**src/rtl/uart_rx.sv**
```systemverilog
// uart_rx: 8N1 serial receiver clocked at OVERSAMPLE x baud.
// Start bit is confirmed at its midpoint, then data and stop bits are
// sampled once per bit period from that point. Completed bytes are held
// in data with a valid/ack handshake; overrun is sticky until reset.
//
// state     | meaning
// ----------+-----------------------------------------------------------
// IDLE      | line idle, waiting for rx_s low
// START     | counting to mid start bit, confirm low or drop as glitch
// DATA      | sampling 8 data bits LSB first, one per bit period
// STOP      | sampling stop bit, load byte or flag frame error
// WAIT_IDLE | bad stop seen, wait for line to return high (break safe)
module uart_rx #(
  parameter int OVERSAMPLE = 16
) (
  input  logic       s_tick,
  input  logic       reset_n,
  input  logic       rx,
  input  logic       data_ack,
  output logic [7:0] data,
  output logic       data_valid,
  output logic       rx_done,
  output logic       frame_error,
  output logic       overrun
);

  localparam int CW = $clog2(OVERSAMPLE);
  localparam logic [CW-1:0] HALF_TC = CW'(OVERSAMPLE / 2 - 1);
  localparam logic [CW-1:0] FULL_TC = CW'(OVERSAMPLE - 1);

  typedef enum logic [2:0] {
    IDLE,
    START,
    DATA,
    STOP,
    WAIT_IDLE
  } state_t;

  state_t          state, state_nxt;
  logic [CW-1:0]   cnt, cnt_nxt;
  logic [2:0]      idx, idx_nxt;
  logic [7:0]      shift, shift_nxt;
  logic [7:0]      data_nxt;
  logic            data_valid_nxt, rx_done_nxt, frame_error_nxt, overrun_nxt;
  logic            rx_meta, rx_s;
  logic            load;

  // two-flop synchronizer; resets to idle-high so reset never looks like a start edge
  always_ff @(posedge s_tick or negedge reset_n) begin
    if (!reset_n) begin
      rx_meta <= 1'b1;
      rx_s    <= 1'b1;
    end else begin
      rx_meta <= rx;
      rx_s    <= rx_meta;
    end
  end

  // state, counters and registered outputs
  always_ff @(posedge s_tick or negedge reset_n) begin
    if (!reset_n) begin
      state       <= IDLE;
      cnt         <= '0;
      idx         <= '0;
      shift       <= '0;
      data        <= '0;
      data_valid  <= 1'b0;
      rx_done     <= 1'b0;
      frame_error <= 1'b0;
      overrun     <= 1'b0;
    end else begin
      state       <= state_nxt;
      cnt         <= cnt_nxt;
      idx         <= idx_nxt;
      shift       <= shift_nxt;
      data        <= data_nxt;
      data_valid  <= data_valid_nxt;
      rx_done     <= rx_done_nxt;
      frame_error <= frame_error_nxt;
      overrun     <= overrun_nxt;
    end
  end

  // next-state, bit sampling and output handshake
  always_comb begin
    state_nxt       = state;
    cnt_nxt         = cnt;
    idx_nxt         = idx;
    shift_nxt       = shift;
    data_nxt        = data;
    data_valid_nxt  = data_valid;
    rx_done_nxt     = 1'b0;
    frame_error_nxt = 1'b0;
    overrun_nxt     = overrun;
    load            = 1'b0;

    case (state)
      IDLE: begin
        if (!rx_s) begin
          state_nxt = START;
          cnt_nxt   = '0;
        end
      end
      START: begin
        if (cnt == HALF_TC) begin
          cnt_nxt = '0;
          if (!rx_s) begin
            state_nxt = DATA;
            idx_nxt   = '0;
          end else begin
            state_nxt = IDLE;
          end
        end else begin
          cnt_nxt = cnt + CW'(1);
        end
      end
      DATA: begin
        if (cnt == FULL_TC) begin
          cnt_nxt        = '0;
          shift_nxt[idx] = rx_s;
          if (idx == 3'd7) state_nxt = STOP;
          else             idx_nxt   = idx + 3'd1;
        end else begin
          cnt_nxt = cnt + CW'(1);
        end
      end
      STOP: begin
        if (cnt == FULL_TC) begin
          cnt_nxt = '0;
          if (rx_s) begin
            load      = 1'b1;
            state_nxt = IDLE;
          end else begin
            frame_error_nxt = 1'b1;
            state_nxt       = WAIT_IDLE;
          end
        end else begin
          cnt_nxt = cnt + CW'(1);
        end
      end
      WAIT_IDLE: begin
        if (rx_s) state_nxt = IDLE;
      end
      default: begin
        state_nxt = IDLE;
        cnt_nxt   = '0;
        idx_nxt   = '0;
      end
    endcase

    // a load in the same cycle as an ack wins, so the new byte stays valid
    if (load) begin
      data_nxt       = shift;
      rx_done_nxt    = 1'b1;
      data_valid_nxt = 1'b1;
      if (data_valid && !data_ack) overrun_nxt = 1'b1;
    end else if (data_ack) begin
      data_valid_nxt = 1'b0;
    end
  end

endmodule

```
**config.mk**
```make
export PLATFORM = sky130hd
export DESIGN_NAME = uart_rx
export DESIGN_NICKNAME = d
export VERILOG_FILES = /design/src/rtl/uart_rx.sv
export SDC_FILE = /design/constraint.sdc
export NUM_CORES = 1
export LEC_CHECK = 0
export ABC_AREA = 1
export CORE_ASPECT_RATIO = 0.5
export CORE_MARGIN = 3
export CORE_UTILIZATION = 58
export CTS_CLUSTER_DIAMETER = 80
export DETAILED_ROUTE_END_ITERATION = 12
export DONT_BUFFER_PORTS = 1
export GPL_ROUTABILITY_DRIVEN = 0
export GPL_TIMING_DRIVEN = 0
export PLACE_DENSITY = 0.86
export SLEW_MARGIN = 10
export SYNTH_ARGS = -nofsm -noshare
export SYNTH_HDL_FRONTEND = slang
export SYNTH_SLANG_ARGS = --single-unit
```
**constraint.sdc**
```tcl
create_clock -name s_tick -period 1.6 [get_ports s_tick]
set_input_delay 0.32 -clock s_tick [delete_from_list [all_inputs] [get_ports s_tick]]
set_output_delay 0.32 -clock s_tick [all_outputs]
set_load 0.01 [all_outputs]
```
==> results.txt, run 1 <==
----------------------------------------------------
[Finish]
  Most frequent cells in the layout ... nand2_1 (58), dfrtp_1 (30), nor2_1 (15), inv_1 (14), nand3_1 (13)
  Area used by sequential logic in the layout ... ~800 µm²
  Most common cell after layout, fill and taps aside ... nand2_1
  Number of nets in the layout ... roughly 190
  Total area of multi-input combinational cells ... 649 µm²
  Fillcell total ... about 160
  Synth-to-Final Area Change ... 12.6%
  Antenna diode instance count ... 0
  Share of post-route cells with drive strength above 1 ... between 10% and 20%
  Core occupancy in the finished layout ... just over 70%

[Power and ir drop]
  Internal Pwr Total ... 0.00160 W
  Pwr per Cell Area ... between 1000 and 1500 nW/µm²
  Peak supply drop ... a little under 0.9 mV
  Comb pwr share ... between 20 and 30%
  Switching Power ... a little under 0.0008 W
  Sw Ratio ... between 30% and 40%
  Design Power ... ~0.0024 W
  Sequential fraction of design power ... a little over two fifths
  Portion of total power attributed to the clock network ... between 30% and 40%
  LEAKAGE ... 0.869 nW

[Place]
  Post-Place Worst Slack ... 0.123 ns
  Placed wire-length estimate after detailed placement ... around 2000 µm
  Input/output buffers ... 0

[Global routing]
  Maximum number of pins on one net before global-route repair ... 33
  First-pass GRT wire length ... around 4800 µm
  All-Layer GR Usage ... about a fifth
  GRT overflow ... 0
  Antenna violations before repair ... 0
  Via count of the first global-routing pass ... 1101

[Floorplan]
  Core area ... roughly 2400 µm²
  Die ar. ... 3310 µm²
  Initial Util ... 64.6%
  Die Height ... about 42 µm
  Standard-cell row count ... 12
  Die extent in x ... slightly below 80 µm
  IO Count ... 16

[Synth]
  Ys async rst share ... 100%
  Area fraction of the dominant cell type after synthesis ... about half
  Dominant cells by area after synthesis ... dfrtp_1 (49%), nand2_1 (14%), nand3_1 (4.3%), nor2_1 (3.7%), dfstp_2 (3.5%)
  Synth area leader ... dfrtp_1
  Library cells used by synthesis ... 29
  Per-instance average area after synthesis ... 8.80 µm²
  Share of synthesized area occupied by flip-flops and latches ... a little over half
  Yosys warnings ... 0
  Post-Synthesis Net Count ... 180
  EDFF count, synth ... 0
  Top_reg_cell synth ... dfrtp_1
  Flip-flop and latch count after synthesis ... 32
  Cell count after synthesis ... 173
  Post-synth design cell area ... ~1500 µm²

[Setup path]
  Worst Setup End Kind ... flop
  Required time at the endpoint of the critical path ... between 1.5 and 2 ns
  Path depth of the worst reg2reg path ... 6
  Launching element type of the critical path ... flop
  Beginning of the worst register-to-register path ... idx[0]$_DFFE_PN0P_
  Kind of critical path ... flop to flop
  Signal arrival time at the worst endpoint ... between 1.5 and 2 ns
  CP Max Fanout ... 6
  Capture point of the worst reg-to-reg path ... state[0]$_DFFE_PN0P_
  R2r setup slk ... around 0.15 ns

[Route]
  Number of vias in the routed layout ... 1127
  Detail Route Antenna Nets ... 0
  Drt first pass iters ... 5
  Drt drc ... 0
  Total wirelength of the detailed-routed design ... between 2000 and 3000 µm
  Via-per-instance ratio ... 5.17
  Post-DR wirelength/cell ... around 13 µm
  Count of routing violations after the opening detailed-route iteration ... 72

[Clock tree]
  Number of buffers inserted during clock tree synthesis ... 5
  CTS tree ... built
  Clk buf depth ... 2
  Buffer count from post-CTS setup fixing ... 0
  Clock-pin slew reported for the worst setup and hold paths after clock tree synthesis ... about 0.060 ns
  Root Driver ... clkbuf_8
  Sinks on Clock Net ... 32
  Clock latency on the worst-skew pair ... roughly 0.27 ns
  H-Tree Level Count ... 2

[Timing]
  Headroom to the max-slew limit ... between 70% and 80%
  Total Neg Setup Slack ... 0 ns
  Upper clock frequency limit ... between 600 and 700 MHz
  Post-Route Skew ... roughly 0.002 ns
  Period utilization ... between 90% and 100%
  Worst slew pin tran ... 0.355 ns
  Hold Fails Final Rpt ... 0
  Final critical-path required period ... 1.45 ns
  Final worst setup slack ... ~0.15 ns
  Setup repair after global routing missed its margin ... false
  Final setup violation count ... 0
  Max Slew Vio Count ... 0

[Run]
  Number of maximum-capacitance constraint violations ... 0

[Status]
  Result of the run ... completed

[Min path]
  Destination of the worst hold path ... rx_meta$_DFF_PN1_
  Min-Delay Path Depth ... 0
  Startpoint of the worst hold path ... rx
  Worst min-delay path category ... input port to flop

----------------------------------------------------
[flip-flops by register name (all words and copies together) (netlist names)]
signal,count
data,8
rx_s,1
cnt,4
shift,8
rx_meta,1
state,3
data_valid,1
overrun,1
frame_error,1
rx_done,1
idx,3
[stage by stage]
stage / std cells / hold WS [ns] / instance area [µm²]
6_report: 218 / 0.0366 / 1710
3_5_place_dp: 208 / 0.0248 / 1570
3_3_place_gp: 208 / 0.0250 / 1570
4_1_cts: 218 / 0.0296 / 1700
2_1_floorplan: 173 / 0.0244 / 1520
5_1_grt: 218 / 0.0195 / 1710
[Yosys cell counts (all sizes together) (2+ instances only)]
| library cell | count |
|---|---|
| o21bai | 3 |
| ha | 3 |
| dfstp | 2 |
| nor2 | 20 |
| o21ai | 10 |
| nand3 | 15 |
| inv | 16 |
| a21oi | 2 |
| dfrtp | 30 |
| nand2 | 62 |
[cell families (layout without fill, tap and decap cells)]
| family | count (synthesis) | after routing | synth area share [%] |
|---|---|---|---|
| adders and majority gates | 3 | 3 | 2.47 |
| xor gates and xnor gates | 1 | 1 | 0.575 |
| buffers and inverters | 19 | 29 | 5.26 |
| AOI/OAI and AO/OA | 18 | 18 | 8.30 |
| DFF | 32 | 32 | 52.8 |
| and+or+nand+nor | 100 | 100 | 30.6 |
[per-layer routing]
metal / global-route usage (%) / vias to the layer above / wire length [µm]
li1: - / 566 / -
met2: 31.0 / 33 / 1330
met1: 23.7 / 524 / 1290
met5: 0 / - / 0
met4: 6.62 / 0 / 27
met3: 5.58 / 4 / 142
[power groups by stage]
stage          Sequential, W  Combinational [W]  Clock [W]
2_1_floorplan       0.000982           0.000531          0
3_3_place_gp        0.000997           0.000600          0
3_5_place_dp         0.00100           0.000626          0
4_1_cts             0.000989           0.000657   0.000754
5_1_grt              0.00101           0.000746   0.000799
6_report            0.000997           0.000660   0.000739
[repair_timing]
item                                   in CTS  in global routing
endpoints found under the hold margin      32                  0
setup endpoints to repair                   0                  2
gates resized for setup                     0                  2
hold buffers                                2                  0
[final cells by class]
class	count	area share [%]
sequential	32	46.9
multi-input combinational	122	37.9
clock buffer	6	4.23
inverter	17	3.80
tap	35	2.55
clock inverter	2	2.04
timing repair buffer	2	1.75
buffer	2	0.876
[worst max-delay path by stage]
| stage | startpoint | to | slack (ns) | cells past startpoint |
|---|---|---|---|---|
| 2_1_floorplan | idx[0]$_DFFE_PN0P_ | idx[0]$_DFFE_PN0P_ | 0.31 | 8 |
| 3_3_place_gp | idx[0]$_DFFE_PN0P_ | idx[1]$_DFFE_PN0P_ | 0.22 | 8 |
| 3_5_place_dp | cnt[0]$_DFFE_PN0P_ | state[0]$_DFFE_PN0P_ | 0.12 | 6 |
| 4_1_cts | cnt[0]$_DFFE_PN0P_ | state[0]$_DFFE_PN0P_ | 0.1 | 6 |
| 5_1_grt | cnt[0]$_DFFE_PN0P_ | state[0]$_DFFE_PN0P_ | 0.02 | 8 |
| 6_report | idx[0]$_DFFE_PN0P_ | state[0]$_DFFE_PN0P_ | 0.15 | 6 |
[worst max-delay path, cell delays in order (launching register included)]
cell and delay [ns]:
dfrtp_1 0.44, ha_1 0.24, ha_1 0.20, o21ai_1 0.27
nor2_2 0.08, nand2_1 0.06, nand2_1 0.05
No activity file was read; power rests on OpenSTA's default activity.
==> run 2: changes to the inputs <==
MAX_ROUTING_LAYER = met4   (was default)
==> run 2 against run 1 <==
Compared with the run above: largest cell class unchanged; design area is the same; largest power group unchanged; flip-flop and latch count is the same; clock-buffer cell count is the same; wire length shrank 0.54%; highest routed layer unchanged; worst hold slack lost 0.0012 ns; utilization is the same; sequential share of layout area is the same; register-to-register slack is essentially flat; total power is essentially flat; cell count is the same; global-route usage grew 0.50 points; die area is the same.
==> results.txt, run 2 (synthesis gave the netlist of run 1 again) <==
----------------------------------------------------
[Status]
  Result of the run ... completed (unchanged)

[Global routing]
  Maximum number of pins on one net before global-route repair ... 33 (unchanged)
  GRT overflow ... 0 (unchanged)
  Antenna violations before repair ... 0 (unchanged)
  All-Layer GR Usage ... 19.2% (was 18.7%)
  Via count of the first global-routing pass ... 1102 (was 1101)
  First-pass GRT wire length ... 4820 µm (was 4810 µm)

[Clock tree]
  Number of buffers inserted during clock tree synthesis ... 5 (unchanged)
  CTS tree ... built (unchanged)
  Root Driver ... clkbuf_8 (unchanged)
  Clk buf depth ... 2 (unchanged)
  H-Tree Level Count ... 2 (unchanged)
  Buffer count from post-CTS setup fixing ... 0 (unchanged)
  Sinks on Clock Net ... 32 (unchanged)
  Clock latency on the worst-skew pair ... 0.28 ns (was 0.27 ns)
  Clock-pin slew reported for the worst setup and hold paths after clock tree synthesis ... 0.06 ns (about the same)

[Run]
  Number of maximum-capacitance constraint violations ... 0 (unchanged)

[Setup path]
  CP Max Fanout ... 6 (unchanged)
  Cells traversed along the worst timing path ... ha_1 -> ha_1 -> o21ai_1 -> nor2_2 -> nand2_1 -> nand2_1 (unchanged)
  Signal arrival time at the worst endpoint ... 1.61 ns (about the same)
  Launching element type of the critical path ... flop (unchanged)
  Path depth of the worst reg2reg path ... 6 (unchanged)
  Longest individual stage delay on the worst path ... 0.44 ns (about the same)
  Required time at the endpoint of the critical path ... 1.76 ns (about the same)
  Worst Setup End Kind ... flop (unchanged)
  Crit-path slowest cell ... dfrtp_1 (unchanged)
  Top Family by Delay on Critical Path ... flip-flops (unchanged)
  Worst path buffer plus inverter count ... 0 (unchanged)
  R2r setup slk ... 0.15 ns (about the same)
  Beginning of the worst register-to-register path ... idx[0]$_DFFE_PN0P_ (unchanged)
  Capture point of the worst reg-to-reg path ... state[0]$_DFFE_PN0P_ (unchanged)
  Kind of critical path ... flop to flop (unchanged)

[Finish]
  Share of post-route cells with drive strength above 1 ... 17.5% (unchanged)
  Most frequent cells in the layout ... nand2_1 (58), dfrtp_1 (30), nor2_1 (15), inv_1 (14), nand3_1 (13) (unchanged)
  Final non-filler cell total ... 218 (unchanged)
  Most common cell after layout, fill and taps aside ... nand2_1 (unchanged)
  Core occupancy in the finished layout ... 72.7% (unchanged)
  Synth-to-Final Area Change ... 12.6% (unchanged)
  Biggest regs ... data x8, shift x8, cnt x4 (unchanged)
  Antenna diode instance count ... 0 (unchanged)
  Number of nets in the layout ... 189 (unchanged)

[Power and ir drop]
  Switching Power ... 0.000792 W (was 0.000793 W)
  Pwr per Cell Area ... 1400 nW/µm² (about the same)
  Portion of total power attributed to the clock network ... 30.9% (was 30.8%)
  Sequential fraction of design power ... 41.6% (about the same)
  Internal Pwr Total ... 0.00160 W (about the same)
  Sw Ratio ... 33.1% (about the same)
  LEAKAGE ... 0.869 nW (unchanged)
  Peak supply drop ... 0.870 mV (about the same)
  Comb pwr share ... 27.5% (about the same)

[Route]
  Detail Route Antenna Nets ... 0 (unchanged)
  Total wirelength of the detailed-routed design ... 2780 µm (was 2790 µm)
  Via-per-instance ratio ... 5.28 (was 5.17)
  Drt first pass iters ... 5 (unchanged)
  Drt drc ... 0 (unchanged)
  Number of vias in the routed layout ... 1151 (was 1127)
  Post-DR wirelength/cell ... 12.7 µm (was 12.8 µm)
  Count of routing violations after the opening detailed-route iteration ... 74 (was 72)

[Min path]
  Min-Delay Path Depth ... 0 (unchanged)
  Destination of the worst hold path ... rx_meta$_DFF_PN1_ (unchanged)
  Startpoint of the worst hold path ... rx (unchanged)
  Worst min-delay path category ... input port to flop (unchanged)

[Timing]
  Total Neg Setup Slack ... 0 ns (unchanged)
  Worst slew pin tran ... 0.356 ns (was 0.355 ns)
  Setup repair after global routing missed its margin ... false (unchanged)
  Hold Fails Final Rpt ... 0 (unchanged)
  Period utilization ... 90.3% (was 90.5%)
  Final critical-path required period ... 1.45 ns (about the same)
  Final setup violation count ... 0 (unchanged)
  Final worst setup slack ... 0.155 ns (was 0.152 ns)
  Max Slew Vio Count ... 0 (unchanged)
  Upper clock frequency limit ... 692 MHz (was 691 MHz)
  Post-Route Skew ... 0.00210 ns (was 0.00203 ns)
  Headroom to the max-slew limit ... 76.3% (about the same)

[Floorplan]
  IO Count ... 16 (unchanged)
  Standard-cell row count ... 12 (unchanged)
  Initial Util ... 64.6% (unchanged)
  Core area ... 2360 µm² (unchanged)
  Die extent in x ... 78.5 µm (unchanged)
  Die ar. ... 3310 µm² (unchanged)
  Die Height ... 42.2 µm (unchanged)

[Place]
  Placed wire-length estimate after detailed placement ... 1960 µm (unchanged)
  Number of cells after detailed placement ... 208 (unchanged)
  Post-Place Worst Slack ... 0.123 ns (unchanged)
  Input/output buffers ... 0 (unchanged)

----------------------------------------------------
run 2: cell counts in the layout (fill, tap and decap cells not counted):
Identical to the previous run, type by type.
run 2: final cells by class:
cell class                      instances  area, µm²
Sequential cell                        32        803
Inverter                               17       65.1
Tap cell                               35       43.8
Buffer                                  2       15.0
Clock buffer                            6       72.6
Clock inverter                          2       35.0
Timing Repair Buffer                    2       30.0
Multi-Input combinational cell        122        649
Fill cell                             159        643
run 2: layer usage:
layer | part of all wire [%] | GRT usage [%] | routed length [µm]
met3 | 5.7 | 5.58 | 158
met1 | 45 | 23.5 | 1260
met5 | 0 | - | 0
met4 | 1.7 | 6.62 | 48
met2 | 47 | 31.0 | 1310
run 2: power by group through the flow:
| stage | combinational (W) | sequential [W] | clock, W |
|---|---|---|---|
| 3_3_place_gp | 0.000600 | 0.000997 | 0 |
| 4_1_cts | 0.000657 | 0.000989 | 0.000754 |
| 5_1_grt | 0.000746 | 0.00101 | 0.000799 |
| 3_5_place_dp | 0.000626 | 0.00100 | 0 |
| 2_1_floorplan | 0.000531 | 0.000982 | 0 |
| 6_report | 0.000658 | 0.000996 | 0.000740 |
run 2: worst register-to-register path: cells and delay by family, from the launching register on:
family                     cells  cell delay, ns
adders and majority gates      2            0.44
DFF                            1            0.44
and+or+nand+nor                3            0.19
AOI/OAI and AO/OA              1            0.26
run 2: timing repair:
item,4_1_cts,5_1_grt
hold buffers,2,0
resized for setup,0,2
endpoints found under the hold margin,32,0
setup endpoints to repair,0,2
run 2: stage by stage:
step	cell area (µm²)	hold WS, ns	power [W]
3_3_place_gp	1570	0.0250	0.00160
5_1_grt	1710	0.0195	0.00256
6_report	1710	0.0353	0.00239
3_5_place_dp	1570	0.0248	0.00163
4_1_cts	1700	0.0296	0.00240
2_1_floorplan	1520	0.0244	0.00151
run 2: worst max-delay path by stage:
stage                       startpoint                    to  slack, ns  cells past startpoint
finish              idx[0]$_DFFE_PN0P_  state[0]$_DFFE_PN0P_       0.15                      6
global route        cnt[0]$_DFFE_PN0P_  state[0]$_DFFE_PN0P_       0.02                      8
CTS                 cnt[0]$_DFFE_PN0P_  state[0]$_DFFE_PN0P_        0.1                      6
detailed placement  cnt[0]$_DFFE_PN0P_  state[0]$_DFFE_PN0P_       0.12                      6
global placement    idx[0]$_DFFE_PN0P_    idx[1]$_DFFE_PN0P_       0.22                      8
floorplan           idx[0]$_DFFE_PN0P_    idx[0]$_DFFE_PN0P_       0.31                      8
==> run 3: changes to the inputs <==
HOLD_SLACK_MARGIN = 0.1   (was default)
clock period = 1.41 ns   (was 1.6 ns; I/O delays follow)
==> run 3 against run 2 <==
Compared with the run above: clock skew rose by 0.0054 ns; worst hold slack improved by 0.19 ns; sequential share of layout area fell by 2.8 points; total power rose by 23%; maximum frequency rose by 4.1%; combinational power rose by 45%; design area rose by 6.6%; largest cell class unchanged.
==> results.txt, run 3 (synthesis gave the netlist of run 1 again) <==
----------------------------------------------------
[Setup path]
  Longest individual stage delay on the worst path ... 0.42 ns (was 0.44 ns)
  CP Max Fanout ... 4 (was 6)
  Cells traversed along the worst timing path ... ha_4 -> nand2_2 -> inv_2 -> nand2_2 -> nand2_2 -> and2_4 -> nand2_2 -> nand2_1 -> nand2_1 (was ha_1 -> ha_1 -> o21ai_1 -> nor2_2 -> nand2_1 -> nand2_1)
  Launching element type of the critical path ... flop (unchanged)
  Signal arrival time at the worst endpoint ... 1.56 ns (was 1.61 ns)
  Required time at the endpoint of the critical path ... 1.58 ns (was 1.76 ns)
  R2r setup slk ... 0.02 ns (was 0.15 ns)
  Most Frequent Cell on Critical Path ... nand2_2
  Worst Setup End Kind ... flop (unchanged)
  Crit-path slowest cell ... dfrtp_1 (unchanged)
  Kind of critical path ... flop to flop (unchanged)

[Floorplan]
  Core area ... 2360 µm² (unchanged)
  Die extent in x ... 78.5 µm (unchanged)
  Die ar. ... 3310 µm² (unchanged)
  Initial Util ... 64.6% (unchanged)
  IO Count ... 16 (unchanged)
  Standard-cell row count ... 12 (unchanged)
  Die Height ... 42.2 µm (unchanged)

[Clock tree]
  Sinks on Clock Net ... 32 (unchanged)
  Clk buf depth ... 2 (unchanged)
  Clock-pin slew reported for the worst setup and hold paths after clock tree synthesis ... 0.07 ns (was 0.06 ns)
  CTS tree ... built (unchanged)
  Number of buffers inserted during clock tree synthesis ... 5 (unchanged)
  Clock latency on the worst-skew pair ... 0.28 ns (about the same)
  H-Tree Level Count ... 2 (unchanged)
  Root Driver ... clkbuf_8 (unchanged)

[Route]
  Count of routing violations after the opening detailed-route iteration ... 137 (was 74)
  Via-per-instance ratio ... 5.63 (was 5.28)
  Post-DR wirelength/cell ... 15.6 µm (was 12.7 µm)
  Detail Route Antenna Nets ... 0 (unchanged)
  Number of vias in the routed layout ... 1273 (was 1151)
  Drt first pass iters ... 4 (was 5)
  Drt drc ... 0 (unchanged)
  Total wirelength of the detailed-routed design ... 3520 µm (was 2780 µm)

[Min path]
  Worst min-delay path category ... input port to flop (unchanged)

[Finish]
  Biggest regs ... data x8, shift x8, cnt x4 (unchanged)
  Total area of multi-input combinational cells ... 697 µm² (was 649 µm²)
  Most common cell after layout, fill and taps aside ... nand2_1 (unchanged)
  Final non-filler cell total ... 226 (was 218)
  Number of nets in the layout ... 197 (was 189)
  Core occupancy in the finished layout ... 77.5% (was 72.7%)
  Synth-to-Final Area Change ... 20.0% (was 12.6%)
  Share of post-route cells with drive strength above 1 ... 26.2% (was 17.5%)
  Most frequent cells in the layout ... nand2_1 (55), dfrtp_1 (28), nor2_1 (14), inv_1 (13), nand3_1 (12) (was nand2_1 (58), dfrtp_1 (30), nor2_1 (15), inv_1 (14), nand3_1 (13))
  Antenna diode instance count ... 0 (unchanged)
  Final design instance area without fill ... 1830 µm² (was 1710 µm²)
  Area used by sequential logic in the layout ... 806 µm² (was 803 µm²)
  Fillcell total ... 125 (was 159)

[Global routing]
  GRT overflow ... 0 (unchanged)
  Maximum number of pins on one net before global-route repair ... 33 (unchanged)
  Via count of the first global-routing pass ... 1136 (was 1102)
  Antenna violations before repair ... 0 (unchanged)
  All-Layer GR Usage ... 20.6% (was 19.2%)
  First-pass GRT wire length ... 5110 µm (was 4820 µm)

[Timing]
  Upper clock frequency limit ... 720 MHz (was 692 MHz)
  Setup repair after global routing missed its margin ... true (was false)
  Final critical-path required period ... 1.39 ns (was 1.45 ns)
  Headroom to the max-slew limit ... 75.6% (was 76.3%)
  Final setup violation count ... 0 (unchanged)
  Worst slew pin tran ... 0.367 ns (was 0.356 ns)
  Max Slew Vio Count ... 0 (unchanged)
  Hold Fails Final Rpt ... 0 (unchanged)
  Min Hold Slack ... 0.230 ns (was 0.0353 ns)
  Post-Route Skew ... 0.00749 ns (was 0.00210 ns)
  Period utilization ... 98.5% (was 90.3%)

[Power and ir drop]
  Peak supply drop ... 1.04 mV (was 0.870 mV)
  Pwr per Cell Area ... 1620 nW/µm² (was 1400 nW/µm²)
  Design Power ... 0.00296 W (was 0.00239 W)
  LEAKAGE ... 0.917 nW (was 0.869 nW)

[Place]
  Input/output buffers ... 0 (unchanged)
  Placed cell area ... 1570 µm² (unchanged)
  Placed wire-length estimate after detailed placement ... 1960 µm (unchanged)
  Number of cells after detailed placement ... 208 (unchanged)

[Run]
  Number of maximum-capacitance constraint violations ... 0 (unchanged)

[Status]
  Result of the run ... completed (unchanged)

----------------------------------------------------
[run 3: cell types whose count changed in the layout (fill, tap and decap cells not counted), sizes merged]
| cell | before | now |
|---|---|---|
| buf | 2 | 9 |
| dlygate4sd3 | 1 | 2 |
[run 3: layer usage]
metal,up-vias,part of all wire (%),global-route usage [%]
met1,607,43,25.2
met2,69,47,33.7
met3,15,6.5,5.58
met5,-,0,-
met4,0,3.3,6.27
li1,582,-,-
[run 3: layout make-up]
cell class,instances,area share (%)
timing repair buffer,10,5.07
multi-input combinational,122,38.2
clock inverter,2,1.92
inverter,17,3.56
buffer,2,0.822
clock buffer,6,3.97
tap,35,2.40
sequential,32,44.1
[run 3: repair_timing]
action                                 4_1_cts  5_1_grt
endpoints found under the hold margin       33        0
hold buffers                                 3        0
gates cloned                                 0        0
setup endpoints to repair                   11       12
resized for setup                            3       13
setup buffers                                3        4
pin swaps                                    0        5
[run 3: worst paths after layout]
path / start / end / cells after the start
setup / recovery: cnt[1]$_DFFE_PN0P_ / idx[0]$_DFFE_PN0P_ / 9
min in group asynchronous: reset_n / frame_error$_DFF_PN0_ / 2
hold / removal: data_ack / data_valid$_DFFE_PN0P_ / 3
max in group asynchronous: reset_n / rx_meta$_DFF_PN1_ / 2
hold reg to reg: rx_meta$_DFF_PN1_ / rx_s$_DFF_PN1_ / 0
setup reg to reg: cnt[1]$_DFFE_PN0P_ / idx[0]$_DFFE_PN0P_ / 9
[run 3: report_power, final]
group	leakage, nW	switching [W]	internal (W)
clock network	0.0552	0.000330	0.000524
registers	0.431	0.000138	0.00101
logic	0.431	0.000569	0.000385
[run 3: critical path, delay by kind of cell (launching register included)]
kind	cells	cell delay, ns
adder cells (fa/ha/maj)	1	0.19
buffers and inverters	1	0.08
flip-flops	1	0.42
AND/OR/NAND/NOR	7	0.59
[run 3: per-stage QoR]
| step | worst slack, ns | setup TNS [ns] |
|---|---|---|
| after floorplan | 0.117 | 0 |
| after global placement | 0.0329 | 0 |
| after detailed placement | -0.0666 | -0.157 |
| after CTS | -0.00103 | -0.00103 |
| after global routing | -0.0864 | -0.997 |
| final | 0.0212 | 0 |
